### config.mk
export PLATFORM = sky130hd
export DESIGN_NAME = down_timer
export DESIGN_NICKNAME = d
export VERILOG_FILES = /design/src/rtl/down_timer_pkg.sv /design/src/rtl/down_timer.sv
export SDC_FILE = /design/constraint.sdc
export NUM_CORES = 1
export LEC_CHECK = 0
export ABC_AREA = 0
export BUFFER_PORTS_ARGS = -buffer_cell sky130_fd_sc_hd__buf_4
export CAP_MARGIN = 15
export CELL_PAD_IN_SITES_DETAIL_PLACEMENT = 1
export CELL_PAD_IN_SITES_GLOBAL_PLACEMENT = 1
export CORE_MARGIN = 2
export CORE_UTILIZATION = 30
export CTS_CLUSTER_SIZE = 20
export DETAILED_ROUTE_END_ITERATION = 6
export HOLD_SLACK_MARGIN = 0.02
export PLACE_DENSITY = 0.66
export SYNTH_ARGS = -nofsm -noshare
export SYNTH_HDL_FRONTEND = slang
export SYNTH_SLANG_ARGS = --single-unit
### constraint.sdc
create_clock -name clk -period 1.9 [get_ports clk]
set_input_delay 0.095 -clock clk [delete_from_list [all_inputs] [get_ports clk]]
set_output_delay 0.095 -clock clk [all_outputs]
set_load 0.05 [all_outputs]
### src/rtl/down_timer_pkg.sv
// down_timer_pkg: shared FSM state and mode encodings for down_timer.
package down_timer_pkg;
  typedef enum logic {
    IDLE = 1'b0,
    RUN  = 1'b1
  } state_e;
  localparam logic MODE_ONESHOT  = 1'b0;
  localparam logic MODE_PERIODIC = 1'b1;
endpackage

### src/rtl/down_timer.sv
// down_timer: loadable down-counter with one-cycle terminal-count pulse, one-shot or auto-reload.
module down_timer
  import down_timer_pkg::*;
#(
  parameter int WIDTH = 8
) (
  input  logic             clk,
  input  logic             rst,
  input  logic             start,
  input  logic [WIDTH-1:0] load_value,
  input  logic             periodic,
  input  logic             stop,
  input  logic             enable,
  output logic [WIDTH-1:0] count,
  output logic             busy,
  output logic             tc
);
  state_e           state_q, state_d;
  logic [WIDTH-1:0] count_q, count_d;
  logic [WIDTH-1:0] reload_q, reload_d;
  logic             mode_q, mode_d;
  logic             tc_q, tc_d;
  logic             load_ok;
  logic             last;
  assign load_ok = start && (load_value != '0);
  // A zero count never reaches RUN, so a count of one marks expiry.
  assign last    = count_q == WIDTH'(1);
  always_comb begin
    state_d  = state_q;
    count_d  = count_q;
    reload_d = reload_q;
    mode_d   = mode_q;
    tc_d     = 1'b0;
    if (load_ok) begin
      state_d  = RUN;
      count_d  = load_value;
      reload_d = load_value;
      mode_d   = periodic;
    end else if (state_q == RUN && stop) begin
      state_d = IDLE;
    end else if (state_q == RUN && enable) begin
      tc_d    = last;
      count_d = !last ? count_q - WIDTH'(1) : (mode_q == MODE_PERIODIC ? reload_q : '0);
      state_d = (last && mode_q == MODE_ONESHOT) ? IDLE : RUN;
    end
  end
  always_ff @(posedge clk or posedge rst) begin
    if (rst) begin
      state_q  <= IDLE;
      count_q  <= '0;
      reload_q <= '0;
      mode_q   <= MODE_ONESHOT;
      tc_q     <= 1'b0;
    end else begin
      state_q  <= state_d;
      count_q  <= count_d;
      reload_q <= reload_d;
      mode_q   <= mode_d;
      tc_q     <= tc_d;
    end
  end
  assign count = count_q;
  assign busy  = state_q == RUN;
  assign tc    = tc_q;
endmodule

==> results.yml <==
outcome:
  status: "complete, but fails checks"
  violations: "negative setup slack"
layout:
  multi_input_area_um2: 686
  nFillCells: 433
  fin_util: 0.442
  drive_gt1_frac: 0.441
  antenna_cells: 0
  ff_latch_area_um2: 483
  syn_to_final_growth_pct: 42.4
  nets: 178
  fin_cells: 209
detailed_routing:
  antenna_left: 0
  routed_wl_um: 3570
  first_iter_violations: 57
  wl_per_cell_um: 17.1
  firstDrtPassIters: 4
  num_vias: 1096
  via_per_inst: 5.24
  post-route-drc-count: 0
grt:
  grtUsageTotal: 0.174
  grt_pass1_vias: 1140
  grt_pass1_wl_um: 5560
  grt_antenna_before_repair: 0
  overflow: 0
  grt_max_degree: 20
timing:
  period_needed_ns: 2.05
  setup_ws_ns: -0.147
  tightest_slew_ns: 0.753
  grt_setup_unrepaired: "true"
  whs_ns: 0.0618
  finalMaxSlewViolations: 0
  min_period_over_period: 1.08
  setup_viol: 7
  slew_headroom: 0.498
  hold_violations: 0
  fmax_mhz: 488
  skew_ns: 0.00168
pwr:
  intPower_mw: 0.810
  vdd_drop_max_mv: 0.359
  power_switching_share: 0.374
  clkPwrFrac: 0.220
  power.density_nw_per_um2: 805
  power_switching_mw: 0.484
  total_power_mw: 1.29
  p_leak_nw: 0.705
  p_seq_frac: 0.390
  combPwrFrac: 0.390
clock_network:
  clk_latency_ns: 0.26
  path_clk_slew_ns: 0.07
  cts_tree: "yes"
  cts_root_buffer: "clkbuf_8"
  cts.sinks: 19
  clk_path_buf_depth: 2
  cts_buffers: 3
  htree_levels: 1
place:
  gp_congestion: 0.796
  numPlacedInstances: 202
  portBuffers: 23
  pre_cts_ws_ns: -0.0974
  dp.final_hpwl_um: 2730
synthesis:
  netlist_area_um2: 1130
  synth_edf_count: 0
  ys_async_sr_fraction: 1.00
  synthCells: 120
  yosys.area.top_type_share: 0.421
  yosys_warnings: 0
  ys_seq_area_frac: 0.421
  yosysTopAreaCell: "dfrtp_1"
  synthTopCellsByArea: "dfrtp_1, nand2_1, nor2_1"
  synth_seq_cells: 19
  synth_nets: 136
  syn_avg_cell_area_um2: 9.40
  yosysUniqueCellTypes: 40
  synth_ff_type: "dfrtp_1"
critical_path:
  crit_path_start_kind: "flop"
  end_kind: "flop"
  critPathRequiredTime_ns: 2.09
  critPathKind: "flop to flop"
  arrival_ns: 2.23
  cp_max_fo: 5
die:
  fp.dieH_um: 65.3
  die-area_um2: 4270
  ios: 24
  start_util: 0.311
  die_w_um: 65.3
  core_um2: 3630
  std_cell_rows: 22
hold_path:
  worst_hold_path_type: "primary input to flop"
run:
  max_cap_violations: 0
cell families (layout without fill, tap and decap cells):
logic type,Yosys count,in the layout,share of synthesized area
fa+ha+maj,2,2,0.0222
simple gates,54,54,0.282
buf+inv,10,51,0.0410
mux,1,1,0.00998
compound gates,30,30,0.193
flops,19,19,0.421
xor+xnor,4,4,0.0310
through the flow:
| stage | instance area [µm²] | TNS, ns |
|---|---|---|
| 2_1_floorplan | 1160 | -0.452 |
| 3_3_place_gp | 1480 | -0.109 |
| 3_5_place_dp | 1480 | -0.347 |
| 4_1_cts | 1560 | -0.406 |
| 5_1_grt | 1610 | -1.34 |
| 6_report | 1610 | -0.830 |
cell usage after synthesis (all sizes together), types with 2 or more instances:
library cell	number
ha	2
buf	2
a31oi	4
dfrtp	19
o21a	2
or3	4
nand2b	2
a22o	5
nor2	12
nor3	3
inv	7
or2b	2
a21oi	4
and2	2
o221ai	2
or4	6
a221oi	2
nand2	17
xor2	3
o311ai	2
o21ai	5
power groups by stage:
| stage | combinational [mW] | sequential (mW) | clock (mW) |
|---|---|---|---|
| after floorplan | 0.161 | 0.622 | 0 |
| after global placement | 0.472 | 0.506 | 0 |
| after detailed placement | 0.484 | 0.509 | 0 |
| after CTS | 0.494 | 0.502 | 0.293 |
| after global routing | 0.541 | 0.510 | 0.314 |
| final | 0.505 | 0.504 | 0.285 |
flip-flops by register name, indices dropped and copies added, names as in the netlist:
signal / count
busy: 1
count: 8
mode_q: 1
reload_q: 8
tc: 1
worst max-delay path: stages, from the launching register on:
cell,delay (ns)
dfrtp_2,0.40
or4_4,0.57
buf_6,0.15
nor4b_4,0.40
nand2b_1,0.18
o2bb2ai_2,0.10
a22o_1,0.17
final cells by class:
cell class / count / area share
flip-flops and latches: 19 / 0.301
clock buffers: 4 / 0.0280
inverters: 7 / 0.0164
repair buffers: 40 / 0.191
multi-input cells: 91 / 0.427
well taps: 48 / 0.0374
layout by cell type (no fill, tap or decap), types with 4 or more instances in the layout:
| cell type | instances |
|---|---|
| nand2_1 | 15 |
| dfrtp_2 | 6 |
| a22o_1 | 5 |
| dfrtp_1 | 13 |
| nor2_1 | 11 |
| inv_1 | 6 |
| o21ai_0 | 4 |
| buf_4 | 38 |
path summary, 6_finish.rpt:
check                           cells past startpoint  slack (ns)     endpoint         from
worst max-delay path                                6       -0.15     count[3]     count[2]
worst min-delay path                                2        0.06       mode_q     periodic
worst max register to register                      6       -0.15     count[3]     count[2]
worst min register to register                      2        0.50  reload_q[7]  reload_q[7]
max in group asynchronous                           3        0.85     count[1]          rst
min in group asynchronous                           3        0.53           tc          rst
what timing repair did:
item	4_1_cts	5_1_grt
cloned	0	0
hold buffers	1	0
endpoints found under the hold margin	19	0
pin swaps	2	10
resized for setup	3	8
setup buffers	1	1
endpoints found under the setup margin	6	7
routing by layer:
| layer | vias up | part of all wire | global-route usage |
|---|---|---|---|
| li1 | 530 | - | - |
| met2 | 19 | 0.51 | 0.298 |
| met4 | 0 | 0.017 | 0.0651 |
| met3 | 7 | 0.029 | 0.0274 |
| met5 | - | 0 | 0 |
| met1 | 540 | 0.45 | 0.221 |
(Power assumes the default switching activity.)
